--- src/rtl/mult_rr_arbiter_pkg.sv ---
`default_nettype none
// ============================================================================
// Module   : mult_arb_pkg
// Brief    : Shared types and constants for the round-robin multiplier arbiter.
// Revision : 1.0 - initial release
// ============================================================================
package mult_arb_pkg;

    typedef enum logic [1:0] {
        IDLE  = 2'd0,
        ISSUE = 2'd1,
        RESP  = 2'd2
    } state_t;

    localparam int STAT_W      = 16;
    localparam int MUL_LATENCY = 1;

    function automatic logic [STAT_W-1:0] sat_inc(input logic [STAT_W-1:0] v);
        return (v == {STAT_W{1'b1}}) ? v : v + 1'b1;
    endfunction

endpackage
`default_nettype wire

--- src/rtl/mult_rr_arbiter_if.sv ---
`default_nettype none
// ============================================================================
// Module   : mult_rr_arbiter_if
// Brief    : Request, multiplier and response signals of the multiplier arbiter.
// Revision : 1.0 - initial release
// ============================================================================
interface mult_rr_arbiter_if #(
    parameter int NREQ = 4,
    parameter int BITS = 4,
    parameter int IDW  = $clog2(NREQ)
);
    logic [NREQ-1:0]      req_valid;
    logic [NREQ-1:0]      req_ready;
    logic [NREQ*BITS-1:0] req_a;
    logic [NREQ*BITS-1:0] req_b;
    logic [BITS-1:0]      mul_a;
    logic [BITS-1:0]      mul_b;
    logic [2*BITS-1:0]    mul_p;
    logic                 rsp_valid;
    logic                 rsp_ready;
    logic [IDW-1:0]       rsp_id;
    logic [2*BITS-1:0]    rsp_product;

    // Environment side: requesters, external multiplier and response consumer
    modport master (
        output req_valid, req_a, req_b, mul_p, rsp_ready,
        input  req_ready, mul_a, mul_b, rsp_valid, rsp_id, rsp_product
    );

    modport slave (
        input  req_valid, req_a, req_b, mul_p, rsp_ready,
        output req_ready, mul_a, mul_b, rsp_valid, rsp_id, rsp_product
    );
endinterface
`default_nettype wire

--- src/rtl/mult_rr_arbiter_rr_pick.sv ---
`default_nettype none
// ============================================================================
// Module   : rr_pick
// Brief    : Combinational round-robin picker, scans ptr+1, ptr+2, ... mod NREQ.
// Revision : 1.0 - initial release
// ============================================================================
module rr_pick #(
    parameter int NREQ = 4,
    parameter int IDW  = $clog2(NREQ)
) (
    input  wire logic [NREQ-1:0] req,
    input  wire logic [IDW-1:0]  ptr,
    output logic      [NREQ-1:0] grant,
    output logic      [IDW-1:0]  idx,
    output logic                 any
);
    logic [IDW-1:0] w_cand;

    always_comb begin
        grant  = '0;
        idx    = '0;
        any    = 1'b0;
        w_cand = '0;
        for (int k = 1; k <= NREQ; k++) begin
            w_cand = IDW'((int'(ptr) + k) % NREQ);
            if (!any && req[w_cand]) begin
                any           = 1'b1;
                idx           = w_cand;
                grant[w_cand] = 1'b1;
            end
        end
    end
endmodule
`default_nettype wire

--- src/rtl/mult_rr_arbiter.sv ---
`default_nettype none
// ============================================================================
// Module   : mult_rr_arbiter
// Brief    : Round-robin arbiter sharing one external registered multiplier.
//            Optional per-requester grant counters under MULT_ARB_STATS_EN.
// Revision : 1.0 - initial release
// ============================================================================
module mult_rr_arbiter
    import mult_arb_pkg::*;
#(
    parameter int NREQ = 4,
    parameter int BITS = 4,
    parameter int IDW  = $clog2(NREQ)
) (
    input  wire logic             clk,
    input  wire logic             rst,
    mult_rr_arbiter_if.slave      bus
`ifdef MULT_ARB_STATS_EN
    ,
    output logic [NREQ*STAT_W-1:0] stat_grants
`endif
);
    localparam logic [3:0] c_LAT_LAST = 4'(MUL_LATENCY - 1);

    state_t          r_state;
    state_t          w_next;
    logic [IDW-1:0]  r_ptr;
    logic [IDW-1:0]  r_id;
    logic [BITS-1:0] r_mul_a;
    logic [BITS-1:0] r_mul_b;
    logic [3:0]      r_lat;
    logic [NREQ-1:0] w_grant;
    logic [IDW-1:0]  w_idx;
    logic            w_any;
    logic            w_hs;

    rr_pick #(.NREQ(NREQ), .IDW(IDW)) u_pick (
        .req   (bus.req_valid),
        .ptr   (r_ptr),
        .grant (w_grant),
        .idx   (w_idx),
        .any   (w_any)
    );

    always_ff @(posedge clk or posedge rst) begin
        if (rst) r_state <= IDLE;
        else     r_state <= w_next;
    end

    // Grant only in IDLE; a grant is always taken since it follows req_valid
    always_comb begin
        w_next        = r_state;
        w_hs          = 1'b0;
        bus.req_ready = '0;
        bus.rsp_valid = 1'b0;
        case (r_state)
            IDLE: begin
                bus.req_ready = rst ? '0 : w_grant;
                w_hs          = w_any;
                if (w_any) w_next = ISSUE;
            end
            ISSUE: begin
                if (r_lat == c_LAT_LAST) w_next = RESP;
            end
            RESP: begin
                bus.rsp_valid = 1'b1;
                if (bus.rsp_ready) w_next = IDLE;
            end
            default: w_next = IDLE;
        endcase
    end

    always_ff @(posedge clk or posedge rst) begin
        if (rst) begin
            r_ptr   <= IDW'(NREQ - 1);
            r_id    <= '0;
            r_mul_a <= '0;
            r_mul_b <= '0;
            r_lat   <= '0;
        end else if (w_hs) begin
            r_ptr   <= w_idx;
            r_id    <= w_idx;
            r_mul_a <= bus.req_a[w_idx*BITS +: BITS];
            r_mul_b <= bus.req_b[w_idx*BITS +: BITS];
            r_lat   <= '0;
        end else if (r_state == ISSUE) begin
            r_lat   <= r_lat + 1'b1;
        end
    end

    assign bus.mul_a       = r_mul_a;
    assign bus.mul_b       = r_mul_b;
    assign bus.rsp_id      = r_id;
    assign bus.rsp_product = bus.rsp_valid ? bus.mul_p : '0;

`ifdef MULT_ARB_STATS_EN
    for (genvar i = 0; i < NREQ; i++) begin : g_stats
        logic [STAT_W-1:0] r_cnt;
        always_ff @(posedge clk or posedge rst) begin
            if (rst)                           r_cnt <= '0;
            else if (w_hs && w_idx == IDW'(i)) r_cnt <= sat_inc(r_cnt);
        end
        assign stat_grants[i*STAT_W +: STAT_W] = r_cnt;
    end
`endif
endmodule
`default_nettype wire

--- src/flat_wrapper.sv ---
// flat-port wrapper written by rule: the top's interface ports become plain ports
module mult_rr_arbiter_flat import mult_arb_pkg::*;
#(
    parameter int NREQ = 4,
    parameter int BITS = 4,
    parameter int IDW  = $clog2(NREQ)
)
  (clk, rst, bus_req_valid, bus_req_a, bus_req_b, bus_mul_p, bus_rsp_ready, bus_req_ready, bus_mul_a, bus_mul_b, bus_rsp_valid, bus_rsp_id, bus_rsp_product);
  mult_rr_arbiter_if #(.NREQ(NREQ), .BITS(BITS), .IDW(IDW)) bus_i ();
  input  wire logic clk;
  input  wire logic rst;
  input wire logic [$bits(bus_i.req_valid)-1:0] bus_req_valid;
  input wire logic [$bits(bus_i.req_a)-1:0] bus_req_a;
  input wire logic [$bits(bus_i.req_b)-1:0] bus_req_b;
  input wire logic [$bits(bus_i.mul_p)-1:0] bus_mul_p;
  input wire logic [$bits(bus_i.rsp_ready)-1:0] bus_rsp_ready;
  output wire logic [$bits(bus_i.req_ready)-1:0] bus_req_ready;
  output wire logic [$bits(bus_i.mul_a)-1:0] bus_mul_a;
  output wire logic [$bits(bus_i.mul_b)-1:0] bus_mul_b;
  output wire logic [$bits(bus_i.rsp_valid)-1:0] bus_rsp_valid;
  output wire logic [$bits(bus_i.rsp_id)-1:0] bus_rsp_id;
  output wire logic [$bits(bus_i.rsp_product)-1:0] bus_rsp_product;
  assign bus_i.req_valid = bus_req_valid;
  assign bus_i.req_a = bus_req_a;
  assign bus_i.req_b = bus_req_b;
  assign bus_i.mul_p = bus_mul_p;
  assign bus_i.rsp_ready = bus_rsp_ready;
  assign bus_req_ready = bus_i.req_ready;
  assign bus_mul_a = bus_i.mul_a;
  assign bus_mul_b = bus_i.mul_b;
  assign bus_rsp_valid = bus_i.rsp_valid;
  assign bus_rsp_id = bus_i.rsp_id;
  assign bus_rsp_product = bus_i.rsp_product;
  mult_rr_arbiter #(.NREQ(NREQ), .BITS(BITS), .IDW(IDW)) u_core (.clk(clk), .rst(rst), .bus(bus_i));
endmodule
--- config.mk ---
export PLATFORM = sky130hd
export DESIGN_NAME = mult_rr_arbiter_flat
export DESIGN_NICKNAME = d
export VERILOG_FILES = /design/src/rtl/mult_rr_arbiter_pkg.sv /design/src/rtl/mult_rr_arbiter_if.sv /design/src/rtl/mult_rr_arbiter_rr_pick.sv /design/src/rtl/mult_rr_arbiter.sv /design/src/flat_wrapper.sv
export SDC_FILE = /design/constraint.sdc
export NUM_CORES = 1
export LEC_CHECK = 0
export CORE_ASPECT_RATIO = 1.4
export CORE_UTILIZATION = 35
export DETAILED_ROUTE_END_ITERATION = 12
export PLACE_DENSITY = 0.71
export SETUP_SLACK_MARGIN = 0.02
export SKIP_CTS_REPAIR_TIMING = 1
export SKIP_LAST_GASP = 1
export SLEW_MARGIN = 5
export SYNTH_ARGS = -nofsm -noshare
export SYNTH_HDL_FRONTEND = slang
export SYNTH_SLANG_ARGS = --single-unit
--- constraint.sdc ---
create_clock -name clk -period 2.7 [get_ports clk]
set_input_delay 0.405 -clock clk [delete_from_list [all_inputs] [get_ports clk]]
set_output_delay 0.405 -clock clk [all_outputs]
set_load 0.02 [all_outputs]
### Yosys cells after proc, flatten, opt, wreduce, memory -nomap -nowiden

Index checks and enable logic that the tools add are counted.

* logic and storage cells: 82
* register bits after elaboration: 18
* output and inout port bits: 23

* reductions and logical operators: 14
* shift operators: 2
* order comparisons: 8
* equal/unequal tests: 5
* bitwise operators: 3
* add/subtract/negate cells: 5
* mux-type cells: 39

Operator list (number)
* $mux W4: 8
* $shiftx A16 B5 Y4: 2
* $mux W1: 14
* $mux W2: 7
* $lt A2 B3 Y1 const B: 4
* $or A4 B4 Y4: 3
* $bmux W1 S2: 4
* $demux W1 S2: 4
* $ge A2 B1 Y1 const B: 4
* $mux W8: 1
* $logic_and A1 B1 Y1: 7
* $pmux W2 S3: 1
* $add A2 B1 Y2 const B: 2
* $add A2 B2 Y2 const B: 2
* $add A4 B1 Y4 const B: 1
* $logic_not A4 Y1: 1
* $ne A2 B1 Y1 const B: 2
* $logic_not A1 Y1: 3
* $reduce_and A3 Y1: 1
* $eq A2 B1 Y1 const B: 1
* $eq A2 B2 Y1 const B: 1
* $logic_not A2 Y1: 1
* $ne A2 B2 Y1 const B: 1
* $reduce_bool A2 Y1: 1

### Longest topological paths before layout

Gate-level depths: netlist of run 1.

* depth after elaboration: 15
* mapped depth: 12
* mapped depth without buffers: 8

### Cells and area by module

Synthesis of run 1 repeated with hierarchy kept, for this count alone.

* cells, all modules: 151
* area, all modules: 1564.0 um2

By module, submodules not included
* mult_rr_arbiter: area an instance 1038.5 um2, times used 1, cells an instance 83
* rr_pick: area an instance 525.5 um2, times used 1, cells an instance 68

### Worst setup path after synthesis of run 1

Ideal clock, no wire load.

* path kind: flip-flop to flip-flop
* start point: register u_core.r_ptr[0]
* end point: register u_core.r_mul_a[1] (netlist: u_core.bus.mul_a[1])
* buffers on the path: 3
* period minus slack after synthesis: 3.006 ns
* stages on the path, launching flop included: 12
* setup slack: -0.306 ns
* arrival: 2.885 ns
* cell sequence: dfstp_2 buf_6 inv_1 ha_1 clkbuf_8 mux2i_1 mux2i_1 clkbuf_1 o21a_2 nor2_4 a211o_2 a31o_2

* cells in the longest elaborated chain, start to end: 14
* elaborated cells between the ends (all ways): 28
* classes of those cells: add/sub: 4; shift: 1; mux: 17; reduce/logical: 6

RTL lines
* from (decl): line mult_rr_arbiter.sv:27 `logic [IDW-1:0] r_ptr;`
* from (signal assigned): line mult_rr_arbiter.sv:75 `r_ptr <= IDW'(NREQ - 1);`
* from (signal assigned): line mult_rr_arbiter.sv:81 `r_ptr <= w_idx;`
* $add A2 B1 Y2: line mult_rr_arbiter_rr_pick.sv:25 `w_cand = IDW'((int'(ptr) + k) % NREQ);`
* $bmux W1 S2: line mult_rr_arbiter_rr_pick.sv:26 `if (!any && req[w_cand]) begin`
* $mux W1 (implied by the code): line mult_rr_arbiter_rr_pick.sv:26
* $mux W1: line mult_rr_arbiter_rr_pick.sv:26
* $logic_not A1 Y1: line mult_rr_arbiter_rr_pick.sv:26
* $logic_and A1 B1 Y1: line mult_rr_arbiter_rr_pick.sv:26
* $mux W1: line mult_rr_arbiter_rr_pick.sv:26
* $logic_not A1 Y1: line mult_rr_arbiter_rr_pick.sv:26
* $logic_and A1 B1 Y1: line mult_rr_arbiter_rr_pick.sv:26
* $mux W1: line mult_rr_arbiter_rr_pick.sv:26
* $logic_not A1 Y1: line mult_rr_arbiter_rr_pick.sv:26
* $logic_and A1 B1 Y1: line mult_rr_arbiter_rr_pick.sv:26
* $mux W2 / $mux W1 (equally long branches): line mult_rr_arbiter_rr_pick.sv:26
* $shiftx A16 B5 Y4 / $mux W1 (equally long branches): line mult_rr_arbiter.sv:83, mult_rr_arbiter.sv:56
* to (signal assigned): line mult_rr_arbiter.sv:83 `r_mul_a <= bus.req_a[w_idx*BITS +: BITS];`
* to (decl): line mult_rr_arbiter.sv:29 `logic [BITS-1:0] r_mul_a;`

Parallel ways exist; a longest one is shown, timed or not. The select of a mux whose other input is x is not followed.
A chain may end at the register's enable or synchronous reset.

### Final worst setup path of run 1

* start point: register u_core.r_ptr[0]
* end point: output bus_req_ready[2]

* cells in the longest elaborated chain, start to end: 15
* elaborated cells between the ends (all ways): 50
* classes of those cells: add/sub: 4; order compare: 8; mux: 25; bitwise: 3; reduce/logical: 10

RTL lines
* parallel branches: the longest is 12 deep, another holds $lt A2 B3 Y1
* $mux W4 *: line mult_rr_arbiter_rr_pick.sv:26
* $mux W4 *: line mult_rr_arbiter.sv:58 `bus.req_ready = rst ? '0 : w_grant;`
* $mux W4 *: line mult_rr_arbiter.sv:56 `case (r_state)`
* to (decl): line flat_wrapper.sv:17 `output wire logic [$bits(bus_i.req_ready)-1:0] bus_req_ready;`

Mark *: on every way between the ends. The select of a mux whose other input is x is not followed.

==> reports/qor.json, run 1 <==
{
  "run_status": "finished with violations",
  "violations": "setup timing",
  "num_antenna_cells": 0,
  "power.clock.fraction_pct": 5.3,
  "clkLatencyLatePin_ns": 0.26,
  "register_area_um2": 453,
  "grt_start_max_net_pins": 27,
  "finalWeightedCongestion": 0.788,
  "setup_slack_ns": -0.0782,
  "p_sw_share_pct": 44.7,
  "tightest_slew_ns": 0.522,
  "synth_net_count": 242,
  "final_max_slew_viol_count": 0,
  "number_of_library_cell_types_mapped_by_synthesis": 44,
  "placement.io_buffers": 69,
  "power.leakage_nw": 1.14,
  "synth.avg_cell_area_um2": 8.97,
  "nFillCells": 390,
  "first_global_vias": 1726,
  "clock_skew_ns": 0.00202,
  "synth_area_leaders": "sky130_fd_sc_hd__dfrtp_1, sky130_fd_sc_hd__ha_1, sky130_fd_sc_hd__nand3_1, sky130_fd_sc_hd__a211o_2, sky130_fd_sc_hd__nor2_1",
  "p_comb_share_pct": 80.5,
  "fraction_of_layout_instances_using_a_drive_strength_above_1_pct": 29.5,
  "report.final.setup_viol": 11,
  "vias": 1732,
  "grt.overflow.total": 0,
  "finalInstanceArea_mm2": 0.00272,
  "rows": 29,
  "cts.sink_count": 18,
  "wl_per_cell_um": 14.0,
  "hold_violation_total_from_the_final_report": 0,
  "number_of_enable_flip_flop_cells_after_synthesis": 0,
  "critical-path-slowest-cell": "sky130_fd_sc_hd__dfstp_2",
  "path_class": "reg -> out",
  "power_per_cell_area_mw_per_mm2": 1310,
  "min_period_ns": 2.78,
  "cp_slowest_stage_delay_ns": 0.56,
  "holdWs_ns": 0.477,
  "track_usage_pct": 20.3,
  "postSynth.asyncResetShare_pct": 100,
  "initial_core_util_pct": 36.6,
  "global_route_wire_length_before_repair_mm": 7.85,
  "fp.dieW_um": 60.2,
  "die_h_um": 83.5,
  "critical_path.cell_chain": "clkinvlp_4, ha_4, mux4_2, nor2b_4, a22oi_2, nor2_1, a221oi_2, nor2_2, buf_6",
  "area_share_of_the_leading_cell_type_in_the_synthesized_netlist_pct": 24.1,
  "drt_iter0_drc": 78,
  "tritoncts_clock_tree": "yes",
  "timing.hold.worst.class": "reg -> reg",
  "ys_seq_area_share_pct": 27.3,
  "vdd.ir_drop.worst_uv": 496,
  "rsz0062_at_grt": "true",
  "critPathCaptureType": "output pin",
  "worst-path-buf-inv": 2,
  "synth-main-ff-cell": "sky130_fd_sc_hd__dfrtp_1",
  "final_core_util_pct": 59.9,
  "layout_net_count": 334,
  "area_growth_syn_to_layout_pct": 63.8,
  "worst_setup_hold_path_clk_slew_ns": 0.07,
  "clockBufferDepth": 2,
  "firstDrtPassIters": 4,
  "dp_hpwl_mm": 3.63,
  "htreeDepth": 1,
  "reported_max_cap_violation_count": 0,
  "sequentialPowerShare_pct": 14.3,
  "max_freq_ghz": 0.360,
  "finalWirelength_mm": 4.73,
  "final_antenna_net_count": 0,
  "internal_power_consumption_w": 0.00197,
  "hold_path_stages": 1,
  "post_synth_inst_count": 185,
  "fin_total_pwr_w": 0.00357,
  "post_synth_instance_area_mm2": 0.00166,
  "floorplan.io_pins": 70,
  "multiInputGateArea_mm2": 0.00116,
  "root_buffer": "sky130_fd_sc_hd__clkbuf_8",
  "max_slew_headroom_pct": 65.1,
  "r2r_cells": 10,
  "critical_path_required_ns": 2.30,
  "total_switching_power_w": 0.00160,
  "dpl-instance-area_mm2": 0.00266,
  "synth_largest_area_cell": "sky130_fd_sc_hd__dfrtp_1",
  "synth_commonest_cells": "sky130_fd_sc_hd__nor2_1, sky130_fd_sc_hd__nand3_1, sky130_fd_sc_hd__dfrtp_1",
  "maximum_fanout_along_the_worst_path": 5,
  "floorplan.core_area_mm2": 0.00454,
  "remaining_drc_errors": 0,
  "final.setup.tns_ns": -0.350,
  "ys_ff_latch": 18,
  "synth_most_common_cell": "sky130_fd_sc_hd__nor2_1",
  "route.detailed.vias_per_inst": 5.14,
  "die-area_mm2": 0.00503,
  "timing.critical_path.arrival_ns": 2.37,
  "timing.critical_path.depth": 9,
  "yosys_warnings": 0,
  "crit_path_start_kind": "flip-flop",
  "cts_buffer_count": 3,
  "crit_family": "flip-flops",
  "antenna_found_initial": 0,
  "timing.final.crit_share_pct": 103
}
==> worst paths after layout <==
path / start / to / slack, ns
worst max-delay path: u_core.r_ptr[0] / bus_req_ready[2] / -0.08
worst min-delay path: u_core.r_lat[3] / u_core.r_lat[3] / 0.48
worst max register to register: u_core.r_ptr[0] / u_core.bus.mul_a[1] / -0.05
worst min register to register: u_core.r_lat[3] / u_core.r_lat[3] / 0.48
max in group asynchronous: rst / u_core.r_ptr[1] / 1.89
min in group asynchronous: rst / u_core.bus.mul_b[2] / 0.55
==> worst register-to-register path, cell delays in order (launching register included) <==
cell	delay [ns]
sky130_fd_sc_hd__dfstp_2	0.56
sky130_fd_sc_hd__clkinvlp_4	0.11
sky130_fd_sc_hd__ha_4	0.31
sky130_fd_sc_hd__mux4_2	0.33
sky130_fd_sc_hd__buf_4	0.17
sky130_fd_sc_hd__a21oi_2	0.10
sky130_fd_sc_hd__a21oi_1	0.05
sky130_fd_sc_hd__a221o_1	0.34
sky130_fd_sc_hd__buf_12	0.17
sky130_fd_sc_hd__a211o_2	0.30
sky130_fd_sc_hd__a31o_2	0.20
==> metrics by stage <==
step,std cells,setup slack [ns]
floorplan,185,-0.210
global placement,334,-0.278
detailed placement,334,-0.315
CTS,337,-0.466
global route,337,-0.176
finish,337,-0.0782
==> power by group through the flow <==
stage / Combinational, W / Clock [W] / Sequential (W)
global route: 0.00314 / 0.000207 / 0.000524
finish: 0.00287 / 0.000188 / 0.000510
global placement: 0.00277 / 0 / 0.000510
floorplan: 0.00183 / 0 / 0.000612
detailed placement: 0.00281 / 0 / 0.000513
CTS: 0.00281 / 0.000197 / 0.000511
==> area by class of cell <==
type                    instances  area share (%)
repair buffers                 98            35.0
multi-input cells             147            42.6
clock buffers                   3            1.52
inverters                       9            1.38
flip-flops and latches         18            16.7
well taps                      62            2.85
==> layout by cell type (no fill, tap or decap), types with 2 or more instances in the layout <==
cell	n
sky130_fd_sc_hd__clkdlybuf4s50_1	65
sky130_fd_sc_hd__buf_4	25
sky130_fd_sc_hd__nand3_1	17
sky130_fd_sc_hd__dfrtp_1	16
sky130_fd_sc_hd__nor2_1	13
sky130_fd_sc_hd__nor2b_1	9
sky130_fd_sc_hd__ha_1	9
sky130_fd_sc_hd__inv_1	8
sky130_fd_sc_hd__a21boi_0	8
sky130_fd_sc_hd__and2_1	8
sky130_fd_sc_hd__nand2_1	7
sky130_fd_sc_hd__a211o_2	7
sky130_fd_sc_hd__a31o_2	7
sky130_fd_sc_hd__o21ai_0	6
sky130_fd_sc_hd__mux2i_1	5
sky130_fd_sc_hd__a21oi_1	5
sky130_fd_sc_hd__o21ai_1	5
sky130_fd_sc_hd__a22oi_2	4
sky130_fd_sc_hd__a221oi_2	4
sky130_fd_sc_hd__nor2_2	4
sky130_fd_sc_hd__buf_12	4
sky130_fd_sc_hd__clkbuf_8	3
sky130_fd_sc_hd__mux4_2	2
sky130_fd_sc_hd__and3_4	2
sky130_fd_sc_hd__nor2_4	2
sky130_fd_sc_hd__mux2_2	2
sky130_fd_sc_hd__buf_6	2
sky130_fd_sc_hd__dfstp_2	2
==> flip-flops by register name, summed over array words and instances (netlist names) <==
register	flops
u_core.bus.mul_a	4
u_core.bus.mul_b	4
u_core.r_lat	4
u_core.bus.rsp_id	2
u_core.r_ptr	2
u_core.r_state	2
==> per-layer routing <==
layer | up-vias | track usage, % | part of all wire, %
met2 | 40 | 33.5 | 53
met4 | 0 | 8.03 | 2.3
met3 | 11 | 2.17 | 2.8
li1 | 855 | - | -
met1 | 826 | 26.2 | 42
met5 | - | 0 | 0
==> cells by family after synthesis <==
kind of cell	share of synthesized area, %
simple gates	20.6
compound gates	27.8
buf+inv	8.52
flops	27.3
mux	7.69
fa+ha+maj	7.54
xor+xnor	0.528
Power figures use the tool's default switching activity.
==> run 2: changes to the inputs <==
Settings changed: ABC_AREA set to 1, PLACE_DENSITY 0.71 to 0.69.
==> run 2 against run 1 <==
  * Sequential share of layout area is 0.093 points higher
  * Critical path type unchanged
  * Setup slack improved by 0.23 ns
  * Register-to-register slack improved by 0.29 ns
  * First-iteration DRC count up 47%
  * Clock power is 12% higher
  * Power grew 1.8%
  * Via count rose by 15%
  * The flow now finishes without violations
  * Largest power group unchanged
  * Highest routed layer unchanged
==> reports/qor.json, run 2 <==
{
  "rr_startpoint": {"value": "u_core.r_ptr[1]", "change": "was u_core.r_ptr[0]"},
  "route.detailed.vias_per_inst": {"value": 4.66, "change": "was 5.14"},
  "drt_iter0_drc": {"value": 115, "change": "was 78"},
  "htreeDepth": {"value": 1, "change": "unchanged"},
  "wl_per_cell": {"value": 11.4, "unit": "um", "change": "was 14.0 um"},
  "synth_area_leaders": {"value": "sky130_fd_sc_hd__dfrtp_1, sky130_fd_sc_hd__nand2_1, sky130_fd_sc_hd__inv_1, sky130_fd_sc_hd__ha_1, sky130_fd_sc_hd__nand3_1", "change": "was sky130_fd_sc_hd__dfrtp_1, sky130_fd_sc_hd__ha_1, sky130_fd_sc_hd__nand3_1, sky130_fd_sc_hd__a211o_2, sky130_fd_sc_hd__nor2_1"},
  "tightest_slew": {"value": 0.649, "unit": "ns", "change": "was 0.522 ns"},
  "grt.overflow.total": {"value": 0, "change": "unchanged"},
  "fp.dieW": {"value": 62.2, "unit": "um", "change": "was 60.2 um"},
  "most_common_library_cell_in_the_layout_ignoring_fill_and_taps": {"value": "sky130_fd_sc_hd__nand2_1", "change": "was sky130_fd_sc_hd__clkdlybuf4s50_1"},
  "timing.critical_path.arrival": {"value": 2.14, "unit": "ns", "change": "was 2.37 ns"},
  "run_status": {"value": "finished, final reports clean", "change": "was finished with violations"},
  "post_layout_nonfiller_instances": {"value": 428, "change": "was 337"},
  "dp_hpwl": {"value": 3.90, "unit": "mm", "change": "was 3.63 mm"},
  "post_synth_instance_area": {"value": 0.00178, "unit": "mm2", "change": "was 0.00166 mm2"},
  "synth.avg_cell_area": {"value": 6.35, "unit": "um2", "change": "was 8.97 um2"},
  "report.final.setup_viol": {"value": 0, "change": "was 11"},
  "finalInstanceArea": {"value": 0.00270, "unit": "mm2", "change": "was 0.00272 mm2"},
  "worst_setup_hold_path_clk_slew": {"value": 0.06, "unit": "ns", "change": "was 0.07 ns"},
  "cts_buffer_count": {"value": 3, "change": "unchanged"},
  "placed_cell_count": {"value": 424, "change": "was 334"},
  "final_antenna_net_count": {"value": 0, "change": "unchanged"},
  "remaining_drc_errors": {"value": 0, "change": "unchanged"},
  "num_antenna_cells": {"value": 0, "change": "unchanged"},
  "number_of_enable_flip_flop_cells_after_synthesis": {"value": 0, "change": "unchanged"},
  "power.leakage": {"value": 1.46, "unit": "nW", "change": "was 1.14 nW"},
  "clock_skew": {"value": 0.00329, "unit": "ns", "change": "was 0.00202 ns"},
  "start_point_of_the_critical_path": {"value": "u_core.r_ptr[0]", "change": "unchanged"},
  "layout_common_cells": {"value": "sky130_fd_sc_hd__nand2_1, sky130_fd_sc_hd__clkdlybuf4s50_1, sky130_fd_sc_hd__inv_1", "change": "was sky130_fd_sc_hd__clkdlybuf4s50_1, sky130_fd_sc_hd__buf_4, sky130_fd_sc_hd__nand3_1"},
  "synth_most_common_cell": {"value": "sky130_fd_sc_hd__nand2_1", "change": "was sky130_fd_sc_hd__nor2_1"},
  "area_share_of_the_leading_cell_type_in_the_synthesized_netlist": {"value": 22.5, "unit": "%", "change": "was 24.1%"},
  "global_route_wire_length_before_repair": {"value": 8.11, "unit": "mm", "change": "was 7.85 mm"},
  "finalWeightedCongestion": {"value": 0.865, "change": "was 0.788"},
  "critPathCaptureType": {"value": "output pin", "change": "unchanged"},
  "max_freq": {"value": 0.393, "unit": "GHz", "change": "was 0.360 GHz"},
  "die_h": {"value": 86.3, "unit": "um", "change": "was 83.5 um"},
  "vdd.ir_drop.worst": {"value": 686, "unit": "uV", "change": "was 496 uV"},
  "path_class": {"value": "reg -> out", "change": "unchanged"},
  "initial_core_util": {"value": 36.4, "unit": "%", "change": "was 36.6%"},
  "placement.io_buffers": {"value": 69, "change": "unchanged"},
  "clockBufferDepth": {"value": 2, "change": "unchanged"},
  "rsz0062_at_grt": {"value": "true", "change": "unchanged"},
  "floorplan.io_pins": {"value": 70, "change": "unchanged"},
  "vias": {"value": 1994, "change": "was 1,732"},
  "first_global_vias": {"value": 1890, "change": "was 1,726"},
  "firstDrtPassIters": {"value": 4, "change": "unchanged"},
  "reported_max_cap_violation_count": {"value": 0, "change": "unchanged"},
  "timing.hold.worst.class": {"value": "reg -> reg", "change": "unchanged"},
  "maximum_fanout_along_the_worst_path": {"value": 4, "change": "was 5"},
  "min_period": {"value": 2.55, "unit": "ns", "change": "was 2.78 ns"},
  "crit_path_start_kind": {"value": "flip-flop", "change": "unchanged"},
  "finalWirelength": {"value": 4.89, "unit": "mm", "change": "was 4.73 mm"},
  "nFillCells": {"value": 498, "change": "was 390"},
  "root_buffer": {"value": "sky130_fd_sc_hd__clkbuf_8", "change": "unchanged"},
  "synth_largest_area_cell": {"value": "sky130_fd_sc_hd__dfrtp_1", "change": "unchanged"},
  "area_growth_syn_to_layout": {"value": 52.2, "unit": "%", "change": "was 63.8%"},
  "yosys_warnings": {"value": 0, "change": "unchanged"},
  "rows": {"value": 30, "change": "was 29"},
  "ys_seq_area_share": {"value": 25.5, "unit": "%", "change": "was 27.3%"},
  "cts.sink_count": {"value": 18, "change": "unchanged"},
  "clkLatencyLatePin": {"value": 0.25, "unit": "ns", "change": "was 0.26 ns"},
  "timing.final.crit_share": {"value": 94.3, "unit": "%", "change": "was 103%"},
  "synth-main-ff-cell": {"value": "sky130_fd_sc_hd__dfrtp_1", "change": "unchanged"},
  "track_usage": {"value": 18.5, "unit": "%", "change": "was 20.3%"},
  "final_max_slew_viol_count": {"value": 0, "change": "unchanged"},
  "synth_net_count": {"value": 337, "change": "was 242"},
  "dpl-instance-area": {"value": 0.00264, "unit": "mm2", "change": "was 0.00266 mm2"},
  "hold_violation_total_from_the_final_report": {"value": 0, "change": "unchanged"},
  "max_slew_headroom": {"value": 56.7, "unit": "%", "change": "was 65.1%"},
  "number_of_library_cell_types_mapped_by_synthesis": {"value": 31, "change": "was 44"},
  "tritoncts_clock_tree": {"value": "yes", "change": "unchanged"},
  "power_per_cell_area": {"value": 1340, "unit": "mW/mm2", "change": "was 1310 mW/mm2"},
  "hold_path_startpoint": {"value": "u_core.bus.mul_a[2]", "change": "was u_core.r_lat[3]"},
  "synth_commonest_cells": {"value": "sky130_fd_sc_hd__nand2_1, sky130_fd_sc_hd__inv_1, sky130_fd_sc_hd__nand3_1", "change": "was sky130_fd_sc_hd__nor2_1, sky130_fd_sc_hd__nand3_1, sky130_fd_sc_hd__dfrtp_1"},
  "postSynth.asyncResetShare": {"value": 100, "unit": "%", "change": "unchanged"},
  "floorplan.core_area": {"value": 0.00488, "unit": "mm2", "change": "was 0.00454 mm2"},
  "die-area": {"value": 0.00537, "unit": "mm2", "change": "was 0.00503 mm2"},
  "fraction_of_layout_instances_using_a_drive_strength_above_1": {"value": 16.2, "unit": "%", "change": "was 29.5%"},
  "antenna_found_initial": {"value": 0, "change": "unchanged"},
  "ys_ff_latch": {"value": 18, "change": "unchanged"},
  "post_synth_inst_count": {"value": 280, "change": "was 185"},
  "grt_start_max_net_pins": {"value": 21, "change": "was 27"},
  "critical_path_required": {"value": 2.30, "unit": "ns", "change": "about the same"},
  "layout_net_count": {"value": 422, "change": "was 334"}
}
[run 2: changes by cell type in the layout (fill, tap and decap cells not counted), sizes merged, moves of 6 or more]
cell | previous run | this run
nand2 | 7 | 92
inv | 8 | 64
nand4 | 1 | 14
buf | 32 | 20
nand3 | 17 | 27
nor2b | 10 | 0
a211o | 8 | 0
a31o | 8 | 0
and2 | 8 | 0
a21boi | 8 | 1
mux2i | 6 | 0
[run 2: metrics by stage]
step                hold WS [ns]  power [W]  utilization, %  worst slack [ns]  TNS (ns)
global placement           0.464    0.00334            54.1            -0.120    -0.422
global route               0.508    0.00400            55.4           -0.0141   -0.0187
floorplan                  0.342    0.00247               -             0.291         0
CTS                        0.490    0.00360            55.2            -0.415     -1.50
finish                     0.484    0.00363            55.4             0.154         0
detailed placement         0.465    0.00338            54.1            -0.176    -0.551
[run 2: logic make-up after synthesis]
kind of cell	Yosys count	share of synthesized area, %
simple gates	156	42.9
buf+inv	71	16.1
compound gates	24	7.96
flops	18	25.5
fa+ha+maj	10	7.04
xor+xnor	1	0.493
[run 2: final timing paths]
kind                       cells after the start  slack [ns]                  end
hold reg to reg                                2        0.48  u_core.bus.mul_a[2]
max in group asynchronous                      2        1.70      u_core.r_lat[0]
setup reg to reg                              12        0.24  u_core.bus.mul_a[0]
min in group asynchronous                      2        0.58  u_core.bus.mul_b[1]
setup / recovery                              12        0.15     bus_req_ready[1]
hold / removal                                 2        0.48  u_core.bus.mul_a[2]
[run 2: critical path, cell delays in order, from the launching register on]
cell	delay (ns)
sky130_fd_sc_hd__dfstp_2	0.55
sky130_fd_sc_hd__inv_4	0.04
sky130_fd_sc_hd__ha_4	0.24
sky130_fd_sc_hd__buf_4	0.14
sky130_fd_sc_hd__nand3_1	0.08
sky130_fd_sc_hd__nand2_1	0.11
sky130_fd_sc_hd__nand2_1	0.13
sky130_fd_sc_hd__inv_2	0.07
sky130_fd_sc_hd__a21oi_1	0.19
sky130_fd_sc_hd__o21ai_2	0.08
sky130_fd_sc_hd__nand2_1	0.06
sky130_fd_sc_hd__inv_1	0.04
sky130_fd_sc_hd__buf_4	0.15
[run 2: final cells by class]
class / count / area (um2) / share of cell area [%]
Clock buffer: 4 / 55.1 / 2.04
Inverter: 65 / 251 / 9.30
Sequential cell: 18 / 453 / 16.8
Tap cell: 64 / 80.1 / 2.96
Timing Repair Buffer: 86 / 803 / 29.7
Multi-Input combinational cell: 191 / 1060 / 39.2
[run 2: metal layers]
metal  track usage, %  vias up  routed length (um)
met5                0        -                   0
met1             20.5      906                1960
met3             2.24        6                 192
met4             4.65        0                  61
li1                 -     1033                   -
met2             37.0       49                2670
[run 2: power breakdown]
group          internal (W)  switching (W)
logic               0.00115        0.00178
clock network      0.000129      0.0000812
registers          0.000418      0.0000841
